`src/rtl/klp32_pkg.sv`:
```
// ---------------------------------------------------------------------------
// klp32_pkg
// Shared definitions for the klp32 core's data-memory path.
//   ls_mode_t      : 3-bit LoadStoreMode, encoded like the RISC-V funct3 field
//                    so control, arbiter and data memory agree on one type.
//   MEM_PORT_CORE  : arbiter port index of the core load/store path.
//   MEM_PORT_DBG   : arbiter port index of the debug/loader requester.
// ---------------------------------------------------------------------------
package klp32_pkg;

    typedef enum logic [2:0] {
        LS_B  = 3'b000,
        LS_H  = 3'b001,
        LS_W  = 3'b010,
        LS_BU = 3'b100,
        LS_HU = 3'b101
    } ls_mode_t;

    localparam logic MEM_PORT_CORE = 1'b0;
    localparam logic MEM_PORT_DBG  = 1'b1;

endpackage

```
`src/rtl/rr_arb2.sv`:
```
// ---------------------------------------------------------------------------
// rr_arb2
// Two-input round-robin pick, purely combinational.
//   req[1:0] : request per port
//   last     : port granted most recently
//   pick     : selected port index (meaningful only when valid)
//   valid    : at least one port is requesting
// On a tie the port that was not granted last wins; otherwise the single
// requester is picked.
// ---------------------------------------------------------------------------
module rr_arb2 (
    input  logic [1:0] req,
    input  logic       last,
    output logic       pick,
    output logic       valid
);

    always_comb begin
        valid = |req;
        if (&req) begin
            pick = ~last;
        end else begin
            pick = req[1];
        end
    end

endmodule

```
`src/rtl/dmem_arbiter.sv`:
```
// ---------------------------------------------------------------------------
// dmem_arbiter
// Shares the single data-memory port between the core load/store path
// (port 0) and a debug/loader requester (port 1).
//   clk, reset       : rising-edge clock, synchronous active-low reset
//   req/lock/we[1:0] : per-port request, grant lock, write enable
//   addrN/wdataN/modeN: per-port command
//   gnt[1:0]         : combinational grant, one-hot or zero
//   rvalid[1:0]      : registered read-data strobe, one cycle after a read grant
//   rdata            : registered read data shared by both ports
//   core_stall       : port 0 requesting but not granted
//   mem_*            : command to the memory, mem_rdata is its combinational
//                      read data
// A locked port keeps the grant for up to MAX_BURST consecutive cycles while
// the other port waits; with the other port idle the lock is kept forever.
// ---------------------------------------------------------------------------
module dmem_arbiter
    import klp32_pkg::*;
#(
    parameter int ADDR_W    = 32,
    parameter int DATA_W    = 32,
    parameter int MAX_BURST = 4
) (
    input  logic              clk,
    input  logic              reset,
    input  logic [1:0]        req,
    input  logic [1:0]        lock,
    input  logic [1:0]        we,
    input  logic [ADDR_W-1:0] addr0,
    input  logic [ADDR_W-1:0] addr1,
    input  logic [DATA_W-1:0] wdata0,
    input  logic [DATA_W-1:0] wdata1,
    input  ls_mode_t          mode0,
    input  ls_mode_t          mode1,
    output logic [1:0]        gnt,
    output logic [1:0]        rvalid,
    output logic [DATA_W-1:0] rdata,
    output logic              core_stall,
    output logic              mem_we,
    output logic [ADDR_W-1:0] mem_addr,
    output logic [DATA_W-1:0] mem_wdata,
    output ls_mode_t          mem_mode,
    input  logic [DATA_W-1:0] mem_rdata
);

    localparam int CNT_W = $clog2(MAX_BURST) + 1;
    localparam logic [CNT_W-1:0] BURST_MAX = CNT_W'(MAX_BURST);

    logic             last_reg;
    logic             owner_valid_reg;
    logic             owner_reg;
    logic [CNT_W-1:0] burst_cnt_reg;
    logic [CNT_W-1:0] burst_cnt_next;

    logic rr_pick;
    logic rr_valid;
    logic hold;
    logic g;
    logic any_grant;
    logic lock_now;
    logic [1:0] read_gnt;

    rr_arb2 u_rr (
        .req   (req),
        .last  (last_reg),
        .pick  (rr_pick),
        .valid (rr_valid)
    );

    // The lock holder keeps the port unless it has used up its burst and
    // the other side is actually waiting.
    assign hold = owner_valid_reg & req[owner_reg]
                & ((burst_cnt_reg < BURST_MAX) | ~req[~owner_reg]);
    assign g         = hold ? owner_reg : rr_pick;
    // While reset is asserted (low) nothing is granted.
    assign any_grant = reset & (hold | rr_valid);
    assign lock_now  = any_grant & lock[g];

    for (genvar gi = 0; gi < 2; gi++) begin : g_port
        assign gnt[gi]      = any_grant & (g == 1'(gi));
        assign read_gnt[gi] = gnt[gi] & ~we[gi];
    end

    assign core_stall = req[MEM_PORT_CORE] & ~gnt[MEM_PORT_CORE];

    // With no grant the command falls back to port 0 with mem_we low.
    assign mem_we    = |(we & gnt);
    assign mem_addr  = gnt[MEM_PORT_DBG] ? addr1  : addr0;
    assign mem_wdata = gnt[MEM_PORT_DBG] ? wdata1 : wdata0;
    assign mem_mode  = gnt[MEM_PORT_DBG] ? mode1  : mode0;

    // A hold continues the current burst; any other locked grant starts one.
    always_comb begin
        burst_cnt_next = '0;
        if (lock_now) begin
            if (hold) begin
                burst_cnt_next = (burst_cnt_reg == BURST_MAX) ? burst_cnt_reg
                                                              : burst_cnt_reg + 1'b1;
            end else begin
                burst_cnt_next = CNT_W'(1);
            end
        end
    end

    always_ff @(posedge clk) begin
        if (!reset) begin
            last_reg        <= 1'b1;
            owner_valid_reg <= 1'b0;
            owner_reg       <= 1'b0;
            burst_cnt_reg   <= '0;
            rvalid          <= 2'b00;
            rdata           <= '0;
        end else begin
            if (any_grant) begin
                last_reg <= g;
            end
            owner_valid_reg <= lock_now;
            owner_reg       <= g;
            burst_cnt_reg   <= burst_cnt_next;
            rvalid          <= read_gnt;
            if (|read_gnt) begin
                rdata <= mem_rdata;
            end
        end
    end

endmodule

```
`config.mk`:
```
export PLATFORM = sky130hd
export DESIGN_NAME = dmem_arbiter
export DESIGN_NICKNAME = d
export VERILOG_FILES = /design/src/rtl/klp32_pkg.sv /design/src/rtl/rr_arb2.sv /design/src/rtl/dmem_arbiter.sv
export SDC_FILE = /design/constraint.sdc
export NUM_CORES = 1
export LEC_CHECK = 0
export CORE_AREA = 2 2 109 111
export DETAILED_ROUTE_END_ITERATION = 6
export DIE_AREA = 0 0 111 113
export GPL_ROUTABILITY_DRIVEN = 1
export PLACE_DENSITY = 0.69
export RECOVER_POWER = 50
export SLEW_MARGIN = 15
export SYNTH_ARGS = -nofsm -noshare
export SYNTH_HDL_FRONTEND = slang
export SYNTH_SLANG_ARGS = --single-unit
export TNS_END_PERCENT = 30
```
`constraint.sdc`:
```
create_clock -name clk -period 3.48 [get_ports clk]
set_input_delay 0.87 -clock clk [delete_from_list [all_inputs] [get_ports clk]]
set_output_delay 0.87 -clock clk [all_outputs]
set_load 0.005 [all_outputs]
```
* Yosys cells after proc, flatten, opt, wreduce, memory -nomap -nowiden
Index checks and enable logic that the tools add are counted.
Word-level totals: RAM bits 0, bits of input ports 174, memories 0, memory bits (read-only) 0, bits in latches 0, bits in registers 40
Cells by class: div/mod/pow operators 0, add/subtract/negate cells 1, bitwise logic cells 19, eq/ne operators 2, multipliers 0, magnitude comparators 4, shift operators 0, muxes and demuxes 13, reductions and logical operators 6
Operator list (count):
- $mux 32 | 2
- $mux 1 | 10
- $and 1x1->1 | 9
- $not 1->1 | 7
- $lt 1x2->1 const B | 3
- $reduce_or 2->1 | 3
- $reduce_and 2->1 | 2
- $add 3x1->3 const B | 1
- $eq 3x3->1 const B | 1
- $lt 3x3->1 const B | 1
- $mux 3 | 1
- $reduce_and 3->1 | 1
- $and 2x2->2 | 1
- $ne 2x2->1 const B | 1
- $or 1x1->1 | 2

* Logic depth before layout (Yosys ltp)
Gate-level depths: netlist (run 1).
depth after elaboration 11, mapped depth 7, gate-level depth less buffers 6

* Cells and area by module
From an unflattened synthesis (run 1), not the netlist that was laid out.
Second synthesis, totals: cells, all modules 265, area total of the unflattened synthesis 2501.1 um^2
Modules (own cells, without submodules):
- dmem_arbiter | area each 2487.4 um^2, cells each 263, instances 1
- rr_arb2 | area each 13.8 um^2, cells each 2, instances 1

* Least setup slack after synthesis (run 1)
OpenSTA, ideal clock, no wires.
kind input -> output, start input port reset, end output port mem_wdata[14], data required time 2.610 ns, data arrival time 2.156 ns, path buffers 4, setup slack 0.454 ns, stages 7, cells stage by stage clkbuf_1 > o21ai_0 > or2_1 > buf_4 > buf_6 > buf_6 > mux2_4
On the way: cells in the longest elaborated chain, start to end 3
Ends and longest elaborated chain:
- start: declaration | RTL line dmem_arbiter.sv:25 | input logic reset,
- $and 1x1->1 | RTL line dmem_arbiter.sv:76 | assign any_grant = reset & (hold | rr_valid);
- $and 1x1->1 | RTL line dmem_arbiter.sv:80 | assign gnt[gi] = any_grant & (g == 1'(gi));
- $mux 32 | RTL line dmem_arbiter.sv:89 | assign mem_wdata = gnt[MEM_PORT_DBG] ? wdata1 : wdata0;
- end: declaration | RTL line dmem_arbiter.sv:41 | output logic [DATA_W-1:0] mem_wdata,
Every way passes these cells.

* Worst setup path after layout (run 1)
start input port req[0], end output port mem_wdata[7]
On the way: cells in the longest elaborated chain, start to end 9, elaborated cells between the ends (all ways) 16, those cells by class mux: 7; bitwise: 7; reduce/logical: 2
Ends and longest elaborated chain:
- start: declaration | RTL line dmem_arbiter.sv:26 | input logic [1:0] req,
- $mux 1 (implied by the code) (2 in a row) | RTL line dmem_arbiter.sv:73 | & ((burst_cnt_reg < BURST_MAX) | ~req[~owner_reg]);
- $not 1->1 | RTL line dmem_arbiter.sv:73
- $or 1x1->1 | RTL line dmem_arbiter.sv:73
- $and 1x1->1 | RTL line dmem_arbiter.sv:73
- $or 1x1->1 | RTL line dmem_arbiter.sv:76
- $and 1x1->1 | RTL line dmem_arbiter.sv:76
- $and 1x1->1 (*) | RTL line dmem_arbiter.sv:80
- $mux 32 (*) | RTL line dmem_arbiter.sv:89
Mark *: on every way between the ends. The rest lies on a longest branch, timed or not. The select of a mux whose other input is x is not followed.

==> flow_summary.yaml, run 1 <==
layout:
  final.fill_count: 1073
  nets: 718
  layout-drive-gt1-share_pct: 17.31
  areaGrowthSynthToFinish_pct: 123.9
  largest_reg_flops: 32
  final_area_um2: 5746
synth:
  synth_top_family_by_area: "multiplexers"
  ys_ff_latch: 40
  synth_simple_gate_area_share_pct: 14.33
  synth_xor_area_share_pct: 0.3413
  yosysTopAreaCellShare_pct: 31.20
  synth_area_leaders: "dfxtp_1 31%, mux2_2 26%, mux2i_1 13%"
  synthMuxAreaShare_pct: 43.83
  avgSynthCellArea_um2: 9.720
  synth_adder_area_share_pct: 0.9751
  yosysWarnings: 0
  ys_seq_area_share_pct: 31.20
  synth_compound_area_share_pct: 3.120
  netlist.top_cell.by_area: "dfxtp_1"
  ys_types: 30
  synth_area_um2: 2566
  syn_nets: 440
  syn_inst: 264
global_routing:
  antenna_found_initial: 3
  grt_pass1_wl_um: 18240
  grt_max_degree: 71
  grt-ovfl-total: 0
  track_usage_pct: 18.81
  grt_pass1_vias: 3096
setup_path:
  worstPathArrival_ns: 2.55
  cp_max_fo: 18
  cp-end-kind: "output pin"
  critical_path_class: "in2out"
  cp-start-kind: "input pin"
  crit_required_ns: 2.61
die:
  die_area_um2: 12540
  core_um2: 11270
  start_util_pct: 22.77
  ios: 279
  placementRows: 39
  dieWidth_um: 111
  die_y_um: 113
cts:
  cts_root_buf: "clkbuf_16"
  cts_buffer_depth: 2
  htree_num_levels: 2
  cts_tree: "built"
  clk_pin_slew_ns: 0.06
  insertion_delay_ns: 0.28
  numCtsBuffers: 5
  cts.sinks: 40
  ctsHoldBuffers: 0
timing:
  post-route-period-util_pct: 98.32
  tightestPinTransition_ns: 0.6358
  finClkSkew_ns: 0.006021
  max_clock_freq_mhz: 292.3
  slew_violations: 0
  hold_viol: 0
  min_period_ns: 3.421
  fin_tns_setup_ns: 0
  rsz0062_at_grt: "yes"
  setup_viol: 0
  layout_setup_ws_ns: 0.05861
  slew_headroom_pct: 57.61
placement:
  dp_hpwl_um: 10360
  placed_area_um2: 5485
  place_ws_ns: -0.3681
  port_buffers: 278
  gp_congestion: 0.8181
detailed_routing:
  drt_first_pass_iters: 4
  postRouteAntennaNets: 0
  drt-total-wl_um: 12510
  vias: 3029
  drc: 0
  drt-vias-per-instance: 4.409
  drt-initial-drc-count: 98
  wl_per_cell_um: 18.21
worst_hold_path:
  hold_class: "reg2reg"
power:
  ir_drop_v: 0.0002456
  power_density_nw_per_um2: 285.0
  power_leakage_nw: 2.460
outcome:
  outcome: "complete, no violations"
flow_run:
  drv_cap: 0
-- cells by family after synthesis --
group	after synthesis
simple gates	86
mux	101
buf+inv	26
compound gates	8
flops	40
xor+xnor	1
fa+ha+maj	2
-- path summary, 6_finish.rpt --
check                   start            to  slack (ns)  cells past startpoint
max                    req[0]  mem_wdata[7]        0.06                      9
min                 rdata[30]     rdata[30]        0.46                      2
min reg2reg         rdata[30]     rdata[30]        0.46                      2
max reg2reg  burst_cnt_reg[2]     rdata[10]        1.62                      5
-- worst max-delay path, stage by stage --
cell and delay (ns):
clkdlybuf4s15_2 0.21, nand4bb_1 0.14, o211ai_4 0.09, or2_4 0.30, buf_6 0.13, buf_12 0.11, buf_16 0.15, mux2_2 0.27
dlygate4sd2_1 0.27
-- where the power goes --
group          total, mW  internal (mW)  leakage [nW]  switching, mW
Combinational      0.610          0.423          2.05          0.188
Sequential         0.507          0.491         0.329         0.0169
Clock              0.520          0.337        0.0808          0.182
Total               1.64           1.25          2.46          0.387
-- cells in the mapped netlist --
cell / n
nor3_1: 1
nand4b_1: 1
nand2_1: 69
o22a_1: 2
nor2b_1: 1
nand3b_1: 1
nand3_1: 2
mux2i_1: 34
buf_2: 1
nor4_1: 2
nor2_1: 3
nor3b_1: 2
mux2_4: 8
buf_6: 5
mux2_2: 59
dfxtp_1: 40
buf_4: 6
o21ai_0: 2
xnor2_1: 1
clkbuf_1: 8
ha_1: 2
o31ai_1: 1
o311ai_2: 1
inv_1: 6
nand2b_1: 1
or2_1: 1
o211ai_4: 1
nand4bb_1: 1
a21boi_0: 1
and2b_2: 1
-- metal layers --
metal	vias to the layer above	track usage [%]	part of all wire [%]
li1	1457	-	-
met1	1404	22.12	40
met2	149	33.50	51
met3	15	6.052	8.4
met4	4	4.333	1.0
met5	-	0	0.22
-- placed cells by master (no fill, tap or decap), drive strengths merged, types with 3 or more instances in the layout --
cell and instances:
buf 14, dfxtp 40, dlymetal6s2s 6, mux2i 34, clkdlybuf4s50 238, nand2 69, dlygate4sd2 25, mux2 67
inv 6, clkdlybuf4s15 8, nor2 3, clkbuf 6
-- metrics by stage --
step / instances / power (mW) / hold slack [ns] / util [%]
floorplan: 264 / 0.7155 / 0.4544 / -
global route: 687 / 1.717 / 0.4770 / 50.97
global placement: 673 / 1.126 / 0.4444 / 48.66
CTS: 685 / 1.662 / 0.4609 / 50.64
finish: 687 / 1.638 / 0.4574 / 50.97
detailed placement: 673 / 1.136 / 0.4533 / 48.66
-- cell type report --
| type | instances | area, µm² | area share (%) |
|---|---|---|---|
| diodes | 1 | 2.502 | 0.04355 |
| flip-flops and latches | 40 | 800.8 | 13.94 |
| well taps | 143 | 178.9 | 3.114 |
| clock buffers | 6 | 128.9 | 2.243 |
| clock inverters | 2 | 35.03 | 0.6098 |
| repair buffers | 291 | 2967 | 51.63 |
| multi-input cells | 198 | 1610 | 28.03 |
| inverters | 6 | 22.52 | 0.3920 |
-- timing repair --
action                                  4_1_cts  5_1_grt
pin swaps                                     4        1
cloned                                        2        0
endpoints found under the setup margin       70       24
resized for setup                            39       14
buffers inserted                              2        1
No activity file was read; power rests on OpenSTA's default activity.
==> inputs of run 2 (changes only) <==
--- a/config.mk
+++ b/config.mk
@@ -9,6 +9,7 @@
 export DETAILED_ROUTE_END_ITERATION = 6
 export DIE_AREA = 0 0 111 113
 export GPL_ROUTABILITY_DRIVEN = 1
+export GPL_TIMING_DRIVEN = 0
 export PLACE_DENSITY = 0.69
 export RECOVER_POWER = 50
 export SLEW_MARGIN = 15
==> run 2 against run 1 <==
Cell area decreased by 1.0%; final cell count is 1.2% higher; combinational power decreased by 1%; largest power group unchanged.
==> flow_summary.yaml, run 2 (synthesis gave the netlist of run 1 again) <==
placement:
  placed_area_um2: 5518
  gp_congestion: 0.7821
  dp_hpwl_um: 10690
  port_buffers: 277
timing:
  post-route-period-util_pct: 98.87
  finClkSkew_ns: 0.005098
  slew_violations: 0
  max_clock_freq_mhz: 290.6
  setup_viol: 0
  min_period_ns: 3.441
  rsz0062_at_grt: "yes"
  tightestPinTransition_ns: 0.8614
  slew_headroom_pct: 41.85
  hold_viol: 0
global_routing:
  grt_pass1_vias: 3110
  track_usage_pct: 18.46
  grt_max_degree: 13
  antenna_found_initial: 7
  grt_pass1_wl_um: 18000
  grt-ovfl-total: 0
setup_path:
  crit_top_cell: "buf_6"
  cp-start-kind: "input pin"
  critical_path_class: "in2out"
  slowest_stage: "clkdlybuf4s50_1"
  cp_max_fo: 10
  crit_required_ns: 2.61
  path_buf_inv: 4
  critPathMaxStageDelay_ns: 0.45
  worstPathArrival_ns: 2.57
  path_delay_family: "buffers and inverters"
  cp-end-kind: "output pin"
  cp_cell_sequence: "clkdlybuf4s15_2 > o21ai_2 > or2_1 > buf_6 > buf_6 > mux2_2 > clkdlybuf4s50_1"
detailed_routing:
  highest_layer: "met5"
  wl_met3_um: 1179
  drt-total-wl_um: 12310
  wl_per_cell_um: 17.72
  vias: 3035
  wl_met2_um: 6128
  drc: 0
  drt-initial-drc-count: 68
  wl_met1_um: 4796
  drt_first_pass_iters: 4
  drt-vias-per-instance: 4.367
  postRouteAntennaNets: 0
power:
  ir_drop_v: 0.0001865
  power_density_nw_per_um2: 272.8
  power_leakage_nw: 2.427
  total_power_mw: 1.551
cts:
  insertion_delay_ns: 0.28
  cts_root_buf: "clkbuf_16"
  ctsHoldBuffers: 0
  cts_buffer_depth: 2
  cts_tree: "built"
  numCtsBuffers: 5
  cts.sinks: 40
  clk_pin_slew_ns: 0.06
  htree_num_levels: 2
layout:
  layout-drive-gt1-share_pct: 16.73
  areaGrowthSynthToFinish_pct: 121.6
  largest_reg_flops: 32
  final_area_um2: 5688
  final_common_cell: "clkdlybuf4s50_1"
  nets: 726
  final_cell_mix: "232 x clkdlybuf4s50_1, 69 x nand2_1, 59 x mux2_2"
  final.fill_count: 1070
worst_hold_path:
  hold_class: "reg2reg"
die:
  core_um2: 11270
  dieWidth_um: 111
  ios: 279
  start_util_pct: 22.77
  die_area_um2: 12540
  placementRows: 39
  die_y_um: 113
flow_run:
  drv_cap: 0
outcome:
  outcome: "complete, no violations"
==> run 2: worst register-to-register path: cells and delay by family (launching register included) <==
family | cells | cell delay, ns
AO/OA/AOI/OAI | 2 | 0.99
buffers and inverters | 2 | 0.83
flip-flops | 1 | 0.41
multiplexers | 1 | 0.28
AND/OR/NAND/NOR | 1 | 0.27
==> run 2: metrics by stage <==
stage	util (%)	hold slack [ns]	setup WS [ns]	setup TNS [ns]	cells
after floorplan	-	0.4544	0.4536	0	264
after global placement	48.95	0.4456	-0.6901	-39.31	684
after detailed placement	48.95	0.4541	-0.6996	-39.71	684
after CTS	50.15	0.4600	-0.02597	-0.1853	692
after global routing	50.44	0.4779	-0.03112	-0.1470	694
final	50.46	0.4537	0.03921	0	695
==> run 2: path summary, 6_finish.rpt <==
kind / startpoint / endpoint / slack [ns] / cells after the start
max: req[1] / mem_addr[9] / 0.04 / 7
min: rdata[17] / rdata[17] / 0.45 / 2
max reg2reg: burst_cnt_reg[2] / rdata[22] / 0.61 / 6
min reg2reg: rdata[17] / rdata[17] / 0.45 / 2
==> run 2: layout make-up <==
| cell class | instances | area [µm²] | share of cell area (%) |
|---|---|---|---|
| buffer | 20 | 148.9 | 2.618 |
| multi-input combinational | 198 | 1619 | 28.46 |
| inverter | 6 | 22.52 | 0.3960 |
| clock inverter | 2 | 12.51 | 0.2200 |
| timing repair buffer | 279 | 2775 | 48.79 |
| antenna | 2 | 5.005 | 0.08799 |
| clock buffer | 5 | 125.1 | 2.200 |
| tap | 143 | 178.9 | 3.146 |
| sequential | 40 | 800.8 | 14.08 |
==> run 2: routing by layer <==
metal  vias up  global-route usage, %
met3        20                  7.927
met5         -                      0
met2       135                  32.35
met4        10                  3.583
li1       1480                      -
met1      1390                  21.15
==> run 2: power by group <==
group,total (mW),switching (mW),internal [mW]
clock,0.442,0.182,0.260
combinational,0.602,0.184,0.418
sequential,0.507,0.0165,0.491
==> run 2: what timing repair did <==
| item | CTS | global route |
|---|---|---|
| endpoints found under the setup margin | 71 | 62 |
| gates resized for setup | 19 | 14 |
| pin swaps | 2 | 2 |
| buffers inserted | 1 | 1 |
==> inputs of run 3 (changes only) <==
--- a/config.mk
+++ b/config.mk
@@ -12,6 +12,7 @@
 export GPL_TIMING_DRIVEN = 0
 export PLACE_DENSITY = 0.69
 export RECOVER_POWER = 50
+export SETUP_SLACK_MARGIN = 0.02
 export SLEW_MARGIN = 15
 export SYNTH_ARGS = -nofsm -noshare
 export SYNTH_HDL_FRONTEND = slang
==> run 3 against run 2 <==
Power is 0.22% higher; largest power group unchanged; critical endpoint unchanged; hold slack hardly changed; flip-flop and latch count stayed put; register-to-register slack better by 0.03 ns; final cell count increased by 0.14%.
==> flow_summary.yaml, run 3 (synthesis gave the netlist of run 1 again) <==
outcome:
  outcome: "complete, no violations"
timing:
  slew_violations: 0
  slew_headroom_pct: 45.07
  fin_tns_setup_ns: 0
  max_clock_freq_mhz: 294.4
  rsz0062_at_grt: "yes"
  tightestPinTransition_ns: 0.8136
  fin_hold_ws_ns: 0.4536
  post-route-period-util_pct: 97.61
  setup_viol: 0
  min_period_ns: 3.397
  hold_viol: 0
  finClkSkew_ns: 0.006330
flow_run:
  drv_cap: 0
worst_hold_path:
  hold_class: "reg2reg"
  worstHoldStart: "rdata[17]"
global_routing:
  track_usage_pct: 18.46
  grt-ovfl-total: 0
  grt_max_degree: 13
  antenna_found_initial: 7
  grt_pass1_wl_um: 18000
  grt_pass1_vias: 3110
power:
  power_leakage_nw: 2.503
  power_density_nw_per_um2: 271.6
  total_power_mw: 1.555
  ir_drop_v: 0.0001901
setup_path:
  cp_cell_sequence: "buf_6 > nand2_1 > o211ai_4 > or2_1 > buf_6 > buf_6 > mux2_2 > clkdlybuf4s50_1"
  slowest_stage: "clkdlybuf4s50_1"
  worstPathArrival_ns: 2.53
  crit_top_cell: "buf_6"
  critical_path_class: "in2out"
  r2r-start: "burst_cnt_reg[2]"
  cp-end-kind: "output pin"
  cp-start-kind: "input pin"
  critPathMaxStageDelay_ns: 0.45
  cp_max_fo: 10
  startpoint: "req[0]"
  crit_required_ns: 2.61
layout:
  final_area_um2: 5724
  largest_reg_flops: 32
  layout-drive-gt1-share_pct: 16.88
  nets: 727
  final_cell_mix: "225 x clkdlybuf4s50_1, 69 x nand2_1, 59 x mux2_2"
  final_common_cell: "clkdlybuf4s50_1"
  areaGrowthSynthToFinish_pct: 123.1
  layout.cells.non_filler: 696
cts:
  htree_num_levels: 2
  insertion_delay_ns: 0.28
  cts_root_buf: "clkbuf_16"
  cts_tree: "built"
  clk_pin_slew_ns: 0.06
  cts_buffer_depth: 2
  ctsHoldBuffers: 0
  numCtsBuffers: 5
  cts.sinks: 40
die:
  die_area_um2: 12540
  start_util_pct: 22.77
  core_um2: 11270
  die_y_um: 113
  ios: 279
  placementRows: 39
  dieWidth_um: 111
detailed_routing:
  drt-initial-drc-count: 75
  wl_per_cell_um: 17.80
  drc: 0
  postRouteAntennaNets: 0
  drt_first_pass_iters: 4
  drt-vias-per-instance: 4.364
  vias: 3037
  drt-total-wl_um: 12390
placement:
  port_buffers: 277
  dp_cells: 684
  dp_hpwl_um: 10690
  gp_congestion: 0.7821
  placed_area_um2: 5518
[run 3: worst max-delay path, delay by kind of cell]
kind	cells	cell delay, ns
buffers and inverters	4	0.88
muxes	1	0.37
and+or+nand+nor	2	0.23
AOI/OAI and AO/OA	1	0.16
[run 3: final cells by class]
| cell class | instances | area (µm²) |
|---|---|---|
| inverters | 6 | 22.52 |
| clock inverters | 2 | 12.51 |
| multi-input cells | 198 | 1619 |
| flip-flops and latches | 40 | 800.8 |
| plain buffers | 20 | 145.1 |
| clock buffers | 5 | 125.1 |
| repair buffers | 280 | 2815 |
| diodes | 2 | 5.005 |
| fillers | 1063 | 5548 |
| well taps | 143 | 178.9 |
[run 3: per-stage QoR]
| step | utilization, % | setup WS [ns] |
|---|---|---|
| floorplan | - | 0.4536 |
| global placement | 48.95 | -0.6901 |
| global route | 50.76 | 0.01291 |
| finish | 50.78 | 0.08333 |
| CTS | 50.15 | -0.02597 |
| detailed placement | 48.95 | -0.6996 |
[run 3: path summary, 6_finish.rpt]
check / cells after the start / slack, ns / to
max: 8 / 0.08 / mem_addr[9]
min: 2 / 0.45 / rdata[17]
max reg2reg: 6 / 0.64 / rdata[14]
min reg2reg: 2 / 0.45 / rdata[17]
[run 3: power breakdown]
group / total, mW / switching, mW / internal [mW] / leakage, nW
logic: 0.603 / 0.185 / 0.418 / 2.11
registers: 0.507 / 0.0164 / 0.491 / 0.329
clock network: 0.445 / 0.185 / 0.260 / 0.0657
[run 3: repair_timing]
action / CTS / global route
cloned: 0 / 1
resized for setup: 19 / 23
endpoints found under the setup margin: 71 / 67
buffers inserted: 1 / 1
pin swaps: 2 / 2
[run 3: per-layer routing]
metal  global-route usage (%)  share of wire (%)
met1                    21.15                 39
met2                    32.35                 50
met3                    7.927                9.7
met4                    3.583                1.1
met5                        0               0.57
